File: src/rtl/load_store_unit_if.sv
// rtl/load_store_unit_if.sv - core request/response and data-memory signals of the load/store unit
// master is the LSU view; slave is the core plus data-memory side.
interface load_store_unit_if;
  logic        req_valid;
  logic        req_ready;
  logic        req_we;
  logic [2:0]  req_funct3;
  logic [31:0] req_addr;
  logic [31:0] req_wdata;
  logic        resp_valid;
  logic [31:0] resp_rdata;
  logic        resp_err;
  logic [31:0] mem_addr;
  logic        mem_read;
  logic        mem_write;
  logic [31:0] mem_wdata;
  logic [31:0] mem_rdata;

  modport master (
    input  req_valid, req_we, req_funct3, req_addr, req_wdata, mem_rdata,
    output req_ready, resp_valid, resp_rdata, resp_err,
    output mem_addr, mem_read, mem_write, mem_wdata
  );

  modport slave (
    output req_valid, req_we, req_funct3, req_addr, req_wdata, mem_rdata,
    input  req_ready, resp_valid, resp_rdata, resp_err,
    input  mem_addr, mem_read, mem_write, mem_wdata
  );
endinterface

File: src/rtl/load_store_unit.sv
// rtl/load_store_unit.sv - single-outstanding load/store unit for a word-addressed 32-bit data memory
// Sub-word stores are read-modify-write; all error checks happen at acceptance.
module load_store_unit #(
  parameter int MEM_WORDS = 1000
) (
  input logic               clk,
  input logic               rst_n,
  load_store_unit_if.master bus
);

  typedef enum logic [2:0] {
    IDLE,
    LD,
    ST,
    RMW_RD,
    RMW_WR,
    RESP
  } state_t;

  localparam logic [31:0] MEM_WORDS_W = 32'(MEM_WORDS);

  state_t      state;
  logic        lat_we;
  logic [2:0]  lat_funct3;
  logic [1:0]  lat_offset;
  logic [31:0] lat_wdata;

  logic [31:0] req_index;
  logic        req_misaligned;
  logic        req_illegal;
  logic        req_out_of_range;
  logic        req_err;

  assign req_index        = {2'b00, bus.req_addr[31:2]};
  assign req_out_of_range = (req_index >= MEM_WORDS_W);
  assign req_err          = req_misaligned | req_illegal | req_out_of_range;

  always_comb begin
    req_misaligned = 1'b0;
    req_illegal    = 1'b0;
    case (bus.req_funct3)
      3'b000: req_illegal = 1'b0;
      3'b001: req_misaligned = bus.req_addr[0];
      3'b010: req_misaligned = (bus.req_addr[1:0] != 2'b00);
      3'b100: req_illegal = bus.req_we;
      3'b101: begin
        req_illegal    = bus.req_we;
        req_misaligned = bus.req_addr[0];
      end
      default: req_illegal = 1'b1;
    endcase
  end

  // Load lane extraction from the word presented during LD.
  logic [31:0] load_lane;
  logic [31:0] load_data;

  assign load_lane = bus.mem_rdata >> {lat_offset, 3'b000};

  always_comb begin
    load_data = load_lane;
    case (lat_funct3)
      3'b000:  load_data = {{24{load_lane[7]}}, load_lane[7:0]};
      3'b001:  load_data = {{16{load_lane[15]}}, load_lane[15:0]};
      3'b100:  load_data = {24'h000000, load_lane[7:0]};
      3'b101:  load_data = {16'h0000, load_lane[15:0]};
      default: load_data = load_lane;
    endcase
  end

  // Only SB and SH reach RMW, so funct3[0] alone selects halfword versus byte lane.
  logic [4:0]  lane_shift;
  logic [31:0] lane_mask;
  logic [31:0] merged_word;

  assign lane_shift  = lat_funct3[0] ? {lat_offset[1], 4'b0000} : {lat_offset, 3'b000};
  assign lane_mask   = (lat_funct3[0] ? 32'h0000_FFFF : 32'h0000_00FF) << lane_shift;
  assign merged_word = (bus.mem_rdata & ~lane_mask) | ((lat_wdata << lane_shift) & lane_mask);

  always_ff @(posedge clk or negedge rst_n) begin
    if (!rst_n) begin
      state          <= IDLE;
      lat_we         <= 1'b0;
      lat_funct3     <= 3'b000;
      lat_offset     <= 2'b00;
      lat_wdata      <= 32'h0;
      bus.req_ready  <= 1'b1;
      bus.resp_valid <= 1'b0;
      bus.resp_rdata <= 32'h0;
      bus.resp_err   <= 1'b0;
      bus.mem_addr   <= 32'h0;
      bus.mem_read   <= 1'b0;
      bus.mem_write  <= 1'b0;
      bus.mem_wdata  <= 32'h0;
    end else begin
      case (state)
        IDLE: begin
          if (bus.req_valid) begin
            lat_we        <= bus.req_we;
            lat_funct3    <= bus.req_funct3;
            lat_offset    <= bus.req_addr[1:0];
            lat_wdata     <= bus.req_wdata;
            bus.req_ready <= 1'b0;
            if (req_err) begin
              state          <= RESP;
              bus.resp_valid <= 1'b1;
              bus.resp_err   <= 1'b1;
              bus.resp_rdata <= 32'h0;
            end else if (!bus.req_we) begin
              state        <= LD;
              bus.mem_read <= 1'b1;
              bus.mem_addr <= req_index;
            end else if (bus.req_funct3 == 3'b010) begin
              state         <= ST;
              bus.mem_write <= 1'b1;
              bus.mem_addr  <= req_index;
              bus.mem_wdata <= bus.req_wdata;
            end else begin
              state        <= RMW_RD;
              bus.mem_read <= 1'b1;
              bus.mem_addr <= req_index;
            end
          end
        end
        LD: begin
          state          <= RESP;
          bus.mem_read   <= 1'b0;
          bus.mem_addr   <= 32'h0;
          bus.resp_valid <= 1'b1;
          bus.resp_rdata <= lat_we ? 32'h0 : load_data;
        end
        ST: begin
          state          <= RESP;
          bus.mem_write  <= 1'b0;
          bus.mem_wdata  <= 32'h0;
          bus.mem_addr   <= 32'h0;
          bus.resp_valid <= 1'b1;
        end
        RMW_RD: begin
          // mem_addr is kept so the write lands on the word just read.
          state         <= RMW_WR;
          bus.mem_read  <= 1'b0;
          bus.mem_write <= 1'b1;
          bus.mem_wdata <= merged_word;
        end
        RMW_WR: begin
          state          <= RESP;
          bus.mem_write  <= 1'b0;
          bus.mem_wdata  <= 32'h0;
          bus.mem_addr   <= 32'h0;
          bus.resp_valid <= 1'b1;
        end
        RESP: begin
          state          <= IDLE;
          bus.resp_valid <= 1'b0;
          bus.resp_err   <= 1'b0;
          bus.resp_rdata <= 32'h0;
          bus.req_ready  <= 1'b1;
        end
        default: begin
          state         <= IDLE;
          bus.req_ready <= 1'b1;
        end
      endcase
    end
  end

endmodule
File: src/flat_wrapper.sv
// flat-port wrapper written by rule: the top's interface ports become plain ports
module load_store_unit_flat 
#(
  parameter int MEM_WORDS = 1000
)
  (clk, rst_n, bus_req_valid, bus_req_we, bus_req_funct3, bus_req_addr, bus_req_wdata, bus_mem_rdata, bus_req_ready, bus_resp_valid, bus_resp_rdata, bus_resp_err, bus_mem_addr, bus_mem_read, bus_mem_write, bus_mem_wdata);
  load_store_unit_if bus_i ();
  input logic clk;
  input logic rst_n;
  input wire logic [$bits(bus_i.req_valid)-1:0] bus_req_valid;
  input wire logic [$bits(bus_i.req_we)-1:0] bus_req_we;
  input wire logic [$bits(bus_i.req_funct3)-1:0] bus_req_funct3;
  input wire logic [$bits(bus_i.req_addr)-1:0] bus_req_addr;
  input wire logic [$bits(bus_i.req_wdata)-1:0] bus_req_wdata;
  input wire logic [$bits(bus_i.mem_rdata)-1:0] bus_mem_rdata;
  output wire logic [$bits(bus_i.req_ready)-1:0] bus_req_ready;
  output wire logic [$bits(bus_i.resp_valid)-1:0] bus_resp_valid;
  output wire logic [$bits(bus_i.resp_rdata)-1:0] bus_resp_rdata;
  output wire logic [$bits(bus_i.resp_err)-1:0] bus_resp_err;
  output wire logic [$bits(bus_i.mem_addr)-1:0] bus_mem_addr;
  output wire logic [$bits(bus_i.mem_read)-1:0] bus_mem_read;
  output wire logic [$bits(bus_i.mem_write)-1:0] bus_mem_write;
  output wire logic [$bits(bus_i.mem_wdata)-1:0] bus_mem_wdata;
  assign bus_i.req_valid = bus_req_valid;
  assign bus_i.req_we = bus_req_we;
  assign bus_i.req_funct3 = bus_req_funct3;
  assign bus_i.req_addr = bus_req_addr;
  assign bus_i.req_wdata = bus_req_wdata;
  assign bus_i.mem_rdata = bus_mem_rdata;
  assign bus_req_ready = bus_i.req_ready;
  assign bus_resp_valid = bus_i.resp_valid;
  assign bus_resp_rdata = bus_i.resp_rdata;
  assign bus_resp_err = bus_i.resp_err;
  assign bus_mem_addr = bus_i.mem_addr;
  assign bus_mem_read = bus_i.mem_read;
  assign bus_mem_write = bus_i.mem_write;
  assign bus_mem_wdata = bus_i.mem_wdata;
  load_store_unit #(.MEM_WORDS(MEM_WORDS)) u_core (.clk(clk), .rst_n(rst_n), .bus(bus_i));
endmodule
File: config.mk
export PLATFORM = sky130hd
export DESIGN_NAME = load_store_unit_flat
export DESIGN_NICKNAME = d
export VERILOG_FILES = /design/src/rtl/load_store_unit_if.sv /design/src/rtl/load_store_unit.sv /design/src/flat_wrapper.sv
export SDC_FILE = /design/constraint.sdc
export NUM_CORES = 1
export LEC_CHECK = 0
export BUFFER_PORTS_ARGS = -buffer_cell sky130_fd_sc_hd__clkbuf_2
export CORE_MARGIN = 1.5
export CORE_UTILIZATION = 55
export CTS_CLUSTER_DIAMETER = 100
export DETAILED_ROUTE_END_ITERATION = 7
export GPL_TIMING_DRIVEN = 0
export PLACE_DENSITY = 0.86
export SETUP_SLACK_MARGIN = 0.15
export SYNTH_ARGS = -nofsm -noshare
export SYNTH_HDL_FRONTEND = slang
export SYNTH_SLANG_ARGS = --single-unit
File: constraint.sdc
create_clock -name clk -period 5.2 [get_ports clk]
set_clock_uncertainty 0.2 [all_clocks]
set_input_delay 1.04 -clock clk [delete_from_list [all_inputs] [get_ports clk]]
set_output_delay 1.04 -clock clk [all_outputs]
set_load 0.05 [all_outputs]
==> results of run 1 <==
==> worst paths after layout <==
check | start | endpoint | slack [ns] | cells past startpoint
setup / recovery | bus_req_addr[10] | u_core.bus.mem_wdata[22] | 2.29 | 7
hold / removal | u_core.bus.resp_rdata[15] | u_core.bus.resp_rdata[15] | 0.28 | 1
setup reg to reg | u_core.state[0] | u_core.bus.mem_wdata[13] | 2.62 | 7
hold reg to reg | u_core.bus.resp_rdata[15] | u_core.bus.resp_rdata[15] | 0.28 | 1
max in group asynchronous | rst_n | u_core.bus.resp_rdata[25] | 3.81 | 2
min in group asynchronous | rst_n | u_core.bus.mem_addr[29] | 0.50 | 2
==> power groups by stage <==
| stage | sequential, mW | clock [mW] | combinational (mW) |
|---|---|---|---|
| floorplan | 2.30 | 0 | 1.26 |
| global placement | 1.54 | 0 | 2.66 |
| detailed placement | 1.55 | 0 | 2.73 |
| CTS | 1.54 | 1.29 | 2.75 |
| global route | 1.58 | 1.34 | 2.93 |
| finish | 1.55 | 1.29 | 2.77 |
==> registers in the layout, summed over array words and instances, names as in the netlist <==
signal,flops
u_core.bus.mem_addr,30
u_core.bus.resp_valid,1
u_core.lat_funct3,3
u_core.lat_offset,2
u_core.bus.resp_rdata,32
u_core.bus.resp_err,1
u_core.bus.mem_write,1
u_core.lat_we,1
u_core.state,3
u_core.bus.mem_read,1
u_core.bus.req_ready,1
u_core.bus.mem_wdata,32
u_core.lat_wdata,16
==> metrics by stage <==
step | setup slack, ns | power, mW | instances | hold slack [ns]
after global placement | 1.15 | 4.20 | 897 | 0.266
after global routing | 2.13 | 5.85 | 930 | 0.286
after CTS | 2.31 | 5.58 | 930 | 0.283
after floorplan | 2.39 | 3.56 | 556 | 0.304
final | 2.29 | 5.60 | 930 | 0.276
after detailed placement | 1.90 | 4.28 | 898 | 0.270
==> Yosys cell counts, types with 2 or more instances <==
| cell type | n | area [um2] |
|---|---|---|
| sky130_fd_sc_hd__a21boi_0 | 2 | 15.0 |
| sky130_fd_sc_hd__mux2i_1 | 34 | 340 |
| sky130_fd_sc_hd__a221o_1 | 16 | 160 |
| sky130_fd_sc_hd__or3_1 | 2 | 12.5 |
| sky130_fd_sc_hd__a31oi_1 | 2 | 12.5 |
| sky130_fd_sc_hd__buf_2 | 14 | 70.1 |
| sky130_fd_sc_hd__nand2_1 | 20 | 75.1 |
| sky130_fd_sc_hd__nor2_1 | 35 | 131 |
| sky130_fd_sc_hd__o22a_1 | 17 | 149 |
| sky130_fd_sc_hd__dfrtp_1 | 123 | 3080 |
| sky130_fd_sc_hd__nand3_1 | 13 | 65.1 |
| sky130_fd_sc_hd__o21ai_0 | 35 | 175 |
| sky130_fd_sc_hd__inv_1 | 7 | 26.3 |
| sky130_fd_sc_hd__clkbuf_1 | 22 | 82.6 |
| sky130_fd_sc_hd__buf_4 | 3 | 22.5 |
| sky130_fd_sc_hd__nor4_2 | 3 | 37.5 |
| sky130_fd_sc_hd__nand2b_1 | 4 | 25.0 |
| sky130_fd_sc_hd__nor4_1 | 3 | 18.8 |
| sky130_fd_sc_hd__o2bb2ai_1 | 33 | 289 |
| sky130_fd_sc_hd__a21oi_1 | 22 | 110 |
| sky130_fd_sc_hd__nand4_1 | 2 | 12.5 |
| sky130_fd_sc_hd__mux2_2 | 58 | 653 |
| sky130_fd_sc_hd__o221ai_1 | 16 | 140 |
| sky130_fd_sc_hd__buf_6 | 4 | 45.0 |
| sky130_fd_sc_hd__a22o_1 | 15 | 131 |
| sky130_fd_sc_hd__and2_1 | 21 | 131 |
| sky130_fd_sc_hd__buf_1 | 3 | 11.3 |
| sky130_fd_sc_hd__nor3_1 | 4 | 20.0 |
| sky130_fd_sc_hd__o211ai_1 | 2 | 15.0 |
==> metal layers <==
| layer | wire (um) | vias up | GRT usage (%) |
|---|---|---|---|
| li1 | - | 2548 | - |
| met2 | 8990 | 322 | 51.2 |
| met3 | 1540 | 65 | 7.17 |
| met5 | 0 | - | 0 |
| met4 | 673 | 0 | 15.2 |
| met1 | 7900 | 2814 | 43.7 |
==> area by class of cell <==
type / count / area [um2] / area share [%]
plain buffers: 46 / 231 / 2.85
clock buffers: 20 / 457 / 5.63
clock inverters: 12 / 184 / 2.27
inverters: 7 / 26.3 / 0.324
multi-input cells: 379 / 2890 / 35.6
flip-flops and latches: 124 / 3100 / 38.3
well taps: 140 / 175 / 2.16
repair buffers: 202 / 1040 / 12.9
==> cells by family after synthesis <==
group / Yosys count / synth area share, %
compound gates: 169 / 20.6
xor+xnor: 1 / 0.140
buf+inv: 53 / 4.12
flops: 124 / 49.7
mux: 92 / 15.9
other cells: 1 / 0.0600
simple gates: 115 / 9.51
==> results by stage, run 1 <==
Clocking:
- The CTS tree is done.
- Buffers inserted during clock tree synthesis total 17.
- The CTS root buffer is sky130_fd_sc_hd__clkbuf_16.
- The number of buffers on the longest clock path is 2.
- The post-cts gate resize count is 0.
- The number of levels in the clock H-tree is 4.
- After clock tree synthesis, the flow added hold-fix buffers numbering 0.
- After clock tree synthesis, the clock-pin slew on the worst setup and hold paths is 0.06 ns.
- The later pin in the worst-skew pair is clocked with a latency of 0.41 ns.
- The number of setup buffers added after CTS is 0.
- For this design, the sink count on the clock tree is 124.

Die:
- The floorplan has 38 rows.
- The initial utilization of the core area, before any placement, comes to 57.1%.
- The die is 110 um tall.
- The core region is 10,900 um2.
- During I/O placement, the number of pins put on the boundary was 204.
- The die extent in x is 110 um.
- The area of the die is 12,000 um2.

Synthesis:
- The number of different library cells in the post-synthesis netlist is 49.
- The Yosys step of the flow raised 0 warnings.
- The average instance area after synthesis is 11.3 um2.
- The commonest register cell after synthesis is sky130_fd_sc_hd__dfrtp_1.
- Sequential cells were found to cover 49.7% of the synthesized design area.
- The number of instances in the synthesized netlist is 555.
- The total of flip-flops plus latches after synthesis is 124.
- The post-synth design cell area is 6250 um2.
- The number of enable-type register cells in the synthesized netlist is 0.
- After synthesis, the share of flip-flops with an asynchronous set or reset is 100%.

Final layout:
- The final cell area excluding filler cells is 8110 um2.
- The filler cells instantiated in the layout total 770.
- In the final design database the tool counted 880 nets.
- The share of the core filled with cells in the final layout is 74.2%.
- The fraction of layout instances using a drive strength above 1 is 40.8%.
- In the layout the commonest cells are sky130_fd_sc_hd__clkbuf_2, sky130_fd_sc_hd__dfrtp_1, sky130_fd_sc_hd__mux2_2.
- The most frequent standard cell in the layout excluding fill and tap cells is sky130_fd_sc_hd__clkbuf_2.
- Compared with the post-synthesis result, the final layout area differs by 29.8%.
- The number of diodes is 0.

Detailed routing:
- In the routed design, unresolved DRC markers number 0.
- The final route contains 5,749 vias.
- The length of the first detailed-routing pass in iterations is 5.
- The post-detailed-routing wire length is 19,100 um.
- The DRC marker count from the first detailed-route iteration is 434.
- Using the TritonRoute via totals, the vias-per-cell ratio works out to 6.18.
- The post-detailed-route count of antenna-violating nets is 0.
- Dividing the detail-routed wire length by the instance count gives 20.5 um.

Pwr:
- The analysis attributes to net switching a power of 2.59 mW.
- Of the total power, the clock network draws 23.0%.
- The internal portion of the total power is 3.02 mW.
- The peak supply drop is 0.000478 V.
- The leakage power figure is 3.98 nW.
- For this design the ratio of total power to cell area is 691 nW/um2.
- The relative contribution of combinational cells to total power is 49.4%.
- Sequential cells account for 27.6% of the total power.
- Net switching is 46.1% of the power.

Worst setup path:
- The type of destination of the critical path is a flop.
- The data required time at the worst endpoint is 5.30 ns.
- The combined buffer and inverter count along the critical path is 2.
- For the worst setup path, the data arrival time is 3.01 ns.
- The cell at the slowest stage of the critical path is sky130_fd_sc_hd__a31oi_1.
- Broken down by cell family, the worst path's largest delay share belongs to compound AO/OA/AOI/OAI gates.
- The worst setup path is of the in2reg kind.
- Along the worst path, the maximum fanout reaches 10.
- The critical path startpoint category is an input pin.
- The largest stage delay on the critical path is 0.56 ns.
- Traced cell by cell, the critical path runs through clkbuf_2 > nand4_1 > nor2_1 > nor4_1 > a31oi_1 > buf_2 > mux2_2.

Placement:
- The count of buffers added on input and output ports is 201.
- The final weighted congestion in routability-driven placement is 0.934.
- The area of placed instances is 7470 um2.
- The post-DP HPWL is 14,200 um.

Timing:
- The maximum clock frequency is 344 MHz.
- The number of hold violations in the final report was 0.
- The measured slew at the worst slew-check pin is 0.728 ns.
- The worst slew margin relative to its limit is 51.4%.
- After routing, the total negative slack on setup checks comes to 0 ns.
- Setup repair after global routing left no endpoint under its margin.
- Setup violations remaining at the end of the flow were counted as 0.
- The routed design could run at a clock period as short as 2.91 ns.
- The count of final max-slew check failures was 0.
- The final critical-path share of the clock period is 55.9%.

GRT:
- The via count of the first global-routing pass is 5,628.
- The initial antenna violation count is 0.
- The total grt overflow is 0.
- The total routing usage reported by global routing is 32.8%.
- The maximum number of pins on one net before global-route repair is 125.
- The first global-routing pass estimated 29,300 um of wire.

Run:
- Across the run, the number of max-cap violations was 0.

Min path:
- The tightest min-delay check is of the reg2reg type.

Status:
- The run finished with clean final reports.
Power figures use the tool's default switching activity.
==> run 2: changes to the inputs <==
Settings changed: ABC_AREA from default to 1, CORE_UTILIZATION 55 to 47, PLACE_DENSITY 0.86 to 0.77.
Clock period 5.2 ns to 2.6 ns, I/O delays scaled along.
==> run 2 against run 1 <==
Compared with the run above: sequential power up 95%; worst hold slack worse by 0.16 ns; clock power up 85%; setup slack worse by 1.8 ns; global-route usage shrank 4.6 points; total power rose by 120%; non-clock buffer count is 15 higher; critical path depth rose by 2; largest cell class unchanged; largest power group unchanged; highest routed layer unchanged.
==> results by stage, run 2 <==
Status:
- The flow ran to the end, and the final reports show no timing, DRC or antenna violations.

Timing:
- The smallest clock period supported by the final layout is computed as 2.06 ns.
- For this run, the top clock speed supported by timing is 485 MHz.
- The post-route worst hold slack is 0.112 ns.
- Dividing the final minimum period by the clock period gives 79.2%.
- The count of final max-slew check failures was 0.
- The worst-case setup margin in the final layout is 0.540 ns.
- Headroom to the max-slew limit came out at 66.7%.
- At the pin with the least slew margin, the transition time is 0.497 ns.
- Setup repair after global routing left no endpoint under its margin.
- The number of hold violations in the final report was 0.
- The total negative slack for setup checks is 0 ns.
- Setup violations remaining at the end of the flow were counted as 0.

Pwr:
- In this run the static leakage power is 4.83 nW.
- The peak supply drop is 0.000808 V.
- Total power for the finished layout comes to 12.1 mW.
- The power density normalized to cell area is 1410 nW/um2.

GRT:
- The initial antenna violation count is 0.
- The total routing usage reported by global routing is 28.2%.
- The via count of the first global-routing pass is 6,679.
- The first global-routing pass estimated 32,500 um of wire.
- Summed over all layers, the global routing overflow is 0.
- The maximum number of pins on one net before global-route repair is 81.

Synthesis:
- Of the total synthesized cell area, the portion taken by XOR and XNOR cells is 0%.
- The sequential share of the synthesized area is 46.2%.
- The dominant combinational cell family by area after synthesis is simple AND/OR/NAND/NOR gates.
- The cell area that synthesis handed to floorplanning was 6710 um2.
- Of the total synthesized cell area, the portion taken by full adders, half adders and majority gates is 0%.
- The number of enable-type register cells in the synthesized netlist is 0.
- The dominant cell by count in the synthesized netlist is sky130_fd_sc_hd__nand2_1.
- After synthesis, the share of cell area in mux cells is 0%.
- The fraction of post-synthesis cell area in the top cell type by area is 45.9%.
- After synthesis, the mean cell area works out to 7.35 um2.
- The simple-gate share of the synthesized area is 30.8%.
- After synthesis, the netlist uses 34 different library cells.
- The cell count after synthesis came out at 913.
- Sorting the synthesized cells by how often they occur yields sky130_fd_sc_hd__nand2_1, sky130_fd_sc_hd__dfrtp_1, sky130_fd_sc_hd__inv_1.
- The cell type with the largest total area after synthesis is sky130_fd_sc_hd__dfrtp_1.
- Of all flip-flops after synthesis, the portion carrying an async set or reset was 100%.
- In the post-synthesis netlist, the biggest area contributors are sky130_fd_sc_hd__dfrtp_1, sky130_fd_sc_hd__nand2_1, sky130_fd_sc_hd__o21ai_0.
- After synthesis the netlist holds a flip-flop and latch count of 124.
- The share of the synthesized area in compound gates (AO/OA/AOI/OAI) is 12.6%.
- The count of warnings emitted by yosys is 0.
- The commonest register cell after synthesis is sky130_fd_sc_hd__dfrtp_1.

Worst setup path:
- The arrival time at the worst endpoint is 2.18 ns.
- Following the worst setup path forward leads to its endpoint at u_core.bus.mem_wdata[15].
- The worst reg-to-reg path cell count is 9.
- The combined buffer and inverter count along the critical path is 3.
- The setup check on the worst reg-to-reg path leaves a slack of 0.54 ns.
- The data required time at the worst endpoint is 2.72 ns.
- The endpoint identified for the worst register-to-register timing path is u_core.bus.mem_wdata[15].
- The critical path is of the reg2reg type.
- The type of destination of the critical path is a flop.
- The most critical setup path has its startpoint at u_core.state[0].
- The worst setup path is launched from a flop.
- The cell repeated most along the worst path is sky130_fd_sc_hd__nand2_1.
- The cell at the slowest stage of the critical path is sky130_fd_sc_hd__dfrtp_1.
- The cell type group with the largest total delay on the critical path is buffers and inverters.
- The startpoint of the worst-slack reg-to-reg timing path is u_core.state[0].
- The signal on the critical path passes through inv_1 > nor2_1 > inv_2 > o21ai_1 > a21oi_2 > nand3_2 > buf_2 > nand2_1 > nand2_1.
- The instance count on the critical path is 9.
- The peak fanout along the critical path is 10.
- For this run, the slowest stage of the critical path takes 0.44 ns.

Clocking:
- The CTS sink count is 124.
- The clock latency of the later-clocked register in the worst-skew pair is 0.43 ns.
- The clock passes through at most 2 buffers.
- Clock tree synthesis selected as its root buffer the cell sky130_fd_sc_hd__clkbuf_16.
- The number of buffers inserted to repair setup after CTS is 0.
- The clock transition at the register clock pins on the worst setup and hold paths after CTS is 0.06 ns.
- The post-cts gate resize count is 0.
- Buffers inserted to repair hold after CTS numbered 1.
- The number of CTS-inserted buffers is 17.
- The H-tree was split into 4 levels.
- TritonCTS built the clock tree.

Placement:
- The count of buffers added on input and output ports is 201.
- Once placement completed, the tool counted placed cells totaling 1,296.
- The placed instances occupy a cell area of 7980 um2.
- Before CTS, the worst setup slack after placement is 0.263 ns.
- After legalization and detailed placement, the total HPWL measured 15,800 um.
- The final weighted congestion in routability-driven placement is 0.966.

Die:
- The die covers 15,000 um2.
- From bottom edge to top edge, the die measures 123 um.
- The die extent in x is 123 um.
- The initialized floorplan defines 43 standard-cell rows.
- The effective utilization at floorplan is 48.2%.
- The core region is 13,900 um2.
- For this design the top-level I/O count stands at 204.

Final layout:
- The largest registers in the layout are u_core.bus.mem_wdata x32, u_core.bus.resp_rdata x32, u_core.bus.mem_addr x30.
- The fraction of layout instances using a drive strength above 1 is 27.5%.
- Relative to the synthesized area, the layout overhead comes to 27.9%.
- The number of diodes is 0.
- The share of the core filled with cells in the final layout is 61.6%.
- The net total in the final layout is 1,239.
- The count of cells in the finished layout, fillers not included, comes to 1,329.
- The library cell used most frequently in the layout, excluding fill and tap cells, is sky130_fd_sc_hd__nand2_1.
- In the layout the commonest cells are sky130_fd_sc_hd__nand2_1, sky130_fd_sc_hd__clkbuf_2, sky130_fd_sc_hd__dfrtp_1.
- The final cell area excluding filler cells is 8590 um2.

Detailed routing:
- The final layout contains routed wiring with a total length of 20,400 um.
- Dividing the detail-routed wire length by the instance count gives 15.4 um.
- The length of the first detailed-routing pass in iterations is 5.
- For this block, the initial DRC count from the detailed router was 530.
- The final route contains 7,016 vias.
- After detailed routing, the number of remaining DRC violations is 0.
- The via-per-instance ratio is 5.28.
- The detail route stage leaves a number of antenna-violating nets equal to 0.

Run:
- The total of max-cap violations is 0.

Min path:
- The path class of the tightest hold or removal check is in2reg.
## run 2: cell types whose count changed in the layout (fill, tap and decap cells not counted), sizes merged, moves of 27 or more
cell     previous run  this run
buf                25        52
nand3              13        67
o2bb2ai            33         0
nand2              20       322
nand4               2        35
o21ai              36       103
mux2               58         0
inv                10       101
mux2i              34         0
## run 2: worst register-to-register path, delay by kind of cell (launching register included)
family,cells,cell delay (ns)
flip-flops,1,0.44
AND/OR/NAND/NOR,4,0.42
AO/OA/AOI/OAI,2,0.43
buffers and inverters,3,0.46
## run 2: metal layers
layer | routed length (um) | share of wire [%] | track usage (%)
met4 | 735 | 3.6 | 13.7
met3 | 1670 | 8.2 | 5.67
met2 | 9610 | 47 | 45.6
met1 | 8390 | 41 | 36.1
met5 | 0 | 0 | 0
## run 2: area by class of cell
type | count | area [um2]
inverters | 90 | 340
clock inverters | 15 | 168
fillers | 1313 | 5350
flip-flops and latches | 124 | 3100
well taps | 180 | 225
plain buffers | 60 | 349
multi-input cells | 640 | 2920
repair buffers | 203 | 1050
clock buffers | 17 | 425
## run 2: how the worst min path moves through the flow
stage,from,endpoint,cells past startpoint,slack (ns)
4_1_cts,bus_req_wdata[9],u_core.lat_wdata[9],3,0.11
6_report,bus_req_wdata[9],u_core.lat_wdata[9],3,0.11
3_3_place_gp,u_core.lat_wdata[8],u_core.lat_wdata[8],2,0.25
3_5_place_dp,u_core.bus.mem_wdata[5],u_core.bus.mem_wdata[5],2,0.26
5_1_grt,bus_req_addr[4],u_core.bus.mem_addr[2],3,0.12
2_1_floorplan,rst_n,u_core.bus.mem_addr[0],0,0.02
## run 2: cells by family after synthesis
kind of cell    count (synthesis)
other cells                     1
flops                         124
buf+inv                       150
compound gates                161
simple gates                  477
## run 2: report_power, final
group          switching, mW  total, mW  internal, mW
combinational           4.98       6.73          1.75
sequential             0.390       3.03          2.64
clock                   1.02       2.39          1.37
==> run 3: changes to the inputs <==
Settings changed: CORE_UTILIZATION 47 to 52, PLACE_DENSITY 0.77 to 0.81.
Clock period 2.6 ns to 2.05 ns, I/O delays scaled along.
==> run 3 against run 2 <==
Compared with the run above: combinational power is 39% higher; sequential share of layout area is 1.2 points lower; first-iteration DRC count rose by 22%; largest cell class unchanged; setup slack lost 0.37 ns; clock-buffer cell count is the same; flip-flop and latch count stayed put; critical path type unchanged; total power grew 34%; routed wire length grew 2.5%; global-route usage rose by 2.6 points; register-to-register slack got worse by 0.37 ns; maximum frequency up 9.8%; die area down 9.4%.
==> results by stage, run 3 (synthesized netlist as in run 2, its figures left out) <==
Worst setup path:
- The worst reg-to-reg path cell count is 10.
- The worst setup path is captured at a flop.
- The worst reg2reg path endpoint is u_core.bus.resp_rdata[27].
- By startpoint and endpoint, the worst setup path is classified as reg2reg.
- STA classifies the critical path startpoint as a flop.
- Setup slack on the worst reg-to-reg path comes out at 0.17 ns.
- The data required time at the worst endpoint is 2.21 ns.
- The startpoint of the worst-slack reg-to-reg timing path is u_core.state[1].
- The peak fanout along the critical path is 10.
- The arrival time at the worst endpoint is 2.04 ns.

Placement:
- The number of port buffers is 201.
- Including well taps, the total number of placed cells is 1,288.
- The final weighted congestion in routability-driven placement is 0.978.
- The area of placed instances is 7970 um2.
- The post-DP HPWL is 15,700 um.

Die:
- The die extent in x is 117 um.
- The number of placement rows is 41.
- The floorplan step set the die height to 117 um.
- Once the floorplan was initialized, standard cells occupied 53.2% of the core.
- The area of the die is 13,600 um2.
- 204 I/O pins were placed.
- The area of the core is 12,600 um2.

Detailed routing:
- In the final routed layout, each cell accounts on average for 15.7 um.
- The DRC violation count after routing is 0.
- In the routed layout, each cell is associated on average with a via count of 5.35.
- The post-detailed-route count of antenna-violating nets is 0.
- The total via count after detailed routing is 7,145.
- The detailed router finished its first iteration with 645 violations.
- The post-detailed-routing wire length is 20,900 um.
- Before antenna repair, the detailed router went through 7 iterations.

Pwr:
- The clock network accounts for 19.0% of the total power.
- The peak supply drop is 0.000873 V.
- For this design the static power due to leakage is 4.98 nW.
- Sequential cells burn 23.6% of the power.
- For this design the total switching power over the nets is 8.40 mW.
- The relative contribution of combinational cells to total power is 57.4%.
- Internal power comes to 7.89 mW.
- The net switching share of the total power is 51.6%.
- Power spread over the standard cell area amounts to 1830 nW/um2.

Final layout:
- The largest registers in the layout are u_core.bus.mem_wdata x32, u_core.bus.resp_rdata x32, u_core.bus.mem_addr x30.
- The fraction of layout instances using a drive strength above 1 is 29.8%.
- Once layout is complete, the cells apart from fillers number 1,336.
- The area overhead of the layout relative to synthesis is 32.5%.
- The final cell area excluding filler cells is 8890 um2.
- In the layout the commonest cells are sky130_fd_sc_hd__nand2_1, sky130_fd_sc_hd__clkbuf_2, sky130_fd_sc_hd__dfrtp_1.
- The number of diodes is 0.
- The most frequent standard cell in the layout excluding fill and tap cells is sky130_fd_sc_hd__nand2_1.
- The final layout contains 1,254 nets.

Timing:
- The maximum clock frequency is 533 MHz.
- Setup repair after global routing could not meet its margin everywhere.
- The number of setup violations in the final report is 0.
- The minimum clock period after layout is 1.88 ns.
- The count of final max-slew check failures is 0.
- The number of hold violations in the final report is 0.
- The final critical-path share of the clock period is 91.5%.

GRT:
- Entering global routing, the biggest net connects 83 pins.
- The total routing usage reported by global routing is 30.8%.
- The initial antenna violation count is 0.
- The first global-routing pass estimated 31,600 um of wire.
- The via count of the first global-routing pass came to 6,547.
- For this run the aggregate overflow at the end of global routing stands at 0.

Status:
- The run finished with clean final reports.

Min path:
- The end point of the most critical hold path is u_core.bus.mem_addr[2].
- The type of the most critical hold path is in2reg.
- The number of cells on the worst hold path is 3.
- In this run the most critical hold path is launched from bus_req_addr[4].

Clocking:
- The CTS tree is done.
- No sink is reached through more buffers than the 2 on the longest clock path.
- The number of levels in the clock H-tree is 4.
- For the worst-skew pair, the clock arrives at the later sink with an insertion delay of 0.43 ns.
- The tree is rooted in a sky130_fd_sc_hd__clkbuf_16.
- The number of CTS-inserted buffers is 17.
- The clock net in this run drives a total of 124 sinks.
- The clock transition at the register clock pins on the worst setup and hold paths after CTS is 0.06 ns.

Run:
- Across the run, the number of max-cap violations was 0.
run 3: power by group through the flow:
| stage | Clock [mW] | Combinational (mW) | Sequential, mW |
|---|---|---|---|
| 6_report | 3.09 | 9.35 | 3.84 |
| 5_1_grt | 3.21 | 10.1 | 3.94 |
| 4_1_cts | 3.10 | 8.65 | 3.84 |
| 3_5_place_dp | 0 | 8.47 | 3.86 |
| 3_3_place_gp | 0 | 8.33 | 3.85 |
| 2_1_floorplan | 0 | 4.23 | 5.98 |
run 3: worst max path at each step:
stage	slack (ns)	start	to	depth (start not counted)
floorplan	0.30	bus_req_addr[20]	u_core.bus.mem_addr[0]	12
global placement	-1.49	rst_n	u_core.bus.mem_wdata[20]	1
detailed placement	-0.16	bus_req_funct3[0]	u_core.bus.mem_wdata[26]	8
CTS	0.12	u_core.state[1]	u_core.bus.resp_rdata[23]	10
global route	0.08	u_core.state[2]	u_core.bus.mem_wdata[12]	11
finish	0.17	u_core.state[1]	u_core.bus.resp_rdata[27]	10
run 3: through the flow:
| stage | TNS (ns) | total power [mW] | util [%] | hold slack [ns] | worst slack, ns |
|---|---|---|---|---|---|
| 6_report | 0 | 16.3 | 70.5 | 0.00477 | 0.174 |
| 5_1_grt | 0 | 17.3 | 70.5 | 0.0148 | 0.0774 |
| 4_1_cts | 0 | 15.6 | 68.6 | 0.000783 | 0.122 |
| 3_5_place_dp | -4.84 | 12.3 | 63.2 | 0.162 | -0.159 |
| 3_3_place_gp | -187.00 | 12.2 | 62.9 | 0.254 | -1.49 |
| 2_1_floorplan | 0 | 10.2 | - | -0.0856 | 0.304 |
run 3: layer usage:
| metal | vias up | part of all wire, % | track usage [%] |
|---|---|---|---|
| met2 | 341 | 48 | 51.8 |
| met1 | 3340 | 41 | 39.6 |
| li1 | 3427 | - | - |
| met4 | 0 | 2.1 | 9.72 |
| met5 | - | 0 | 0 |
| met3 | 37 | 8.4 | 7.16 |
run 3: worst max-delay path: stages (launching register included):
cell                      delay [ns]
sky130_fd_sc_hd__dfrtp_2        0.45
sky130_fd_sc_hd__nor2_4         0.13
sky130_fd_sc_hd__inv_2          0.08
sky130_fd_sc_hd__nor2_8         0.18
sky130_fd_sc_hd__nand2_2        0.10
sky130_fd_sc_hd__nand2_4        0.10
sky130_fd_sc_hd__nor2_4         0.04
sky130_fd_sc_hd__nand2_2        0.16
sky130_fd_sc_hd__buf_6          0.17
sky130_fd_sc_hd__nand3_1        0.08
sky130_fd_sc_hd__nand2_1        0.10
run 3: final cells by class:
type                            count  area [um2]
Fill cell                        1080        3730
Buffer                             60         444
Sequential cell                   124        3110
Timing Repair Buffer              218        1170
Clock inverter                     15         179
Clock buffer                       17         425
Inverter                           90         350
Tap cell                          172         215
Multi-Input combinational cell    640        3000
run 3: repair_timing:
item	CTS	global route
hold endpoints to repair	43	0
hold buffers	2	0
setup buffers	3	10
pin swaps	1	5
resized for setup	10	76
cloned	0	1
endpoints found under the setup margin	51	114
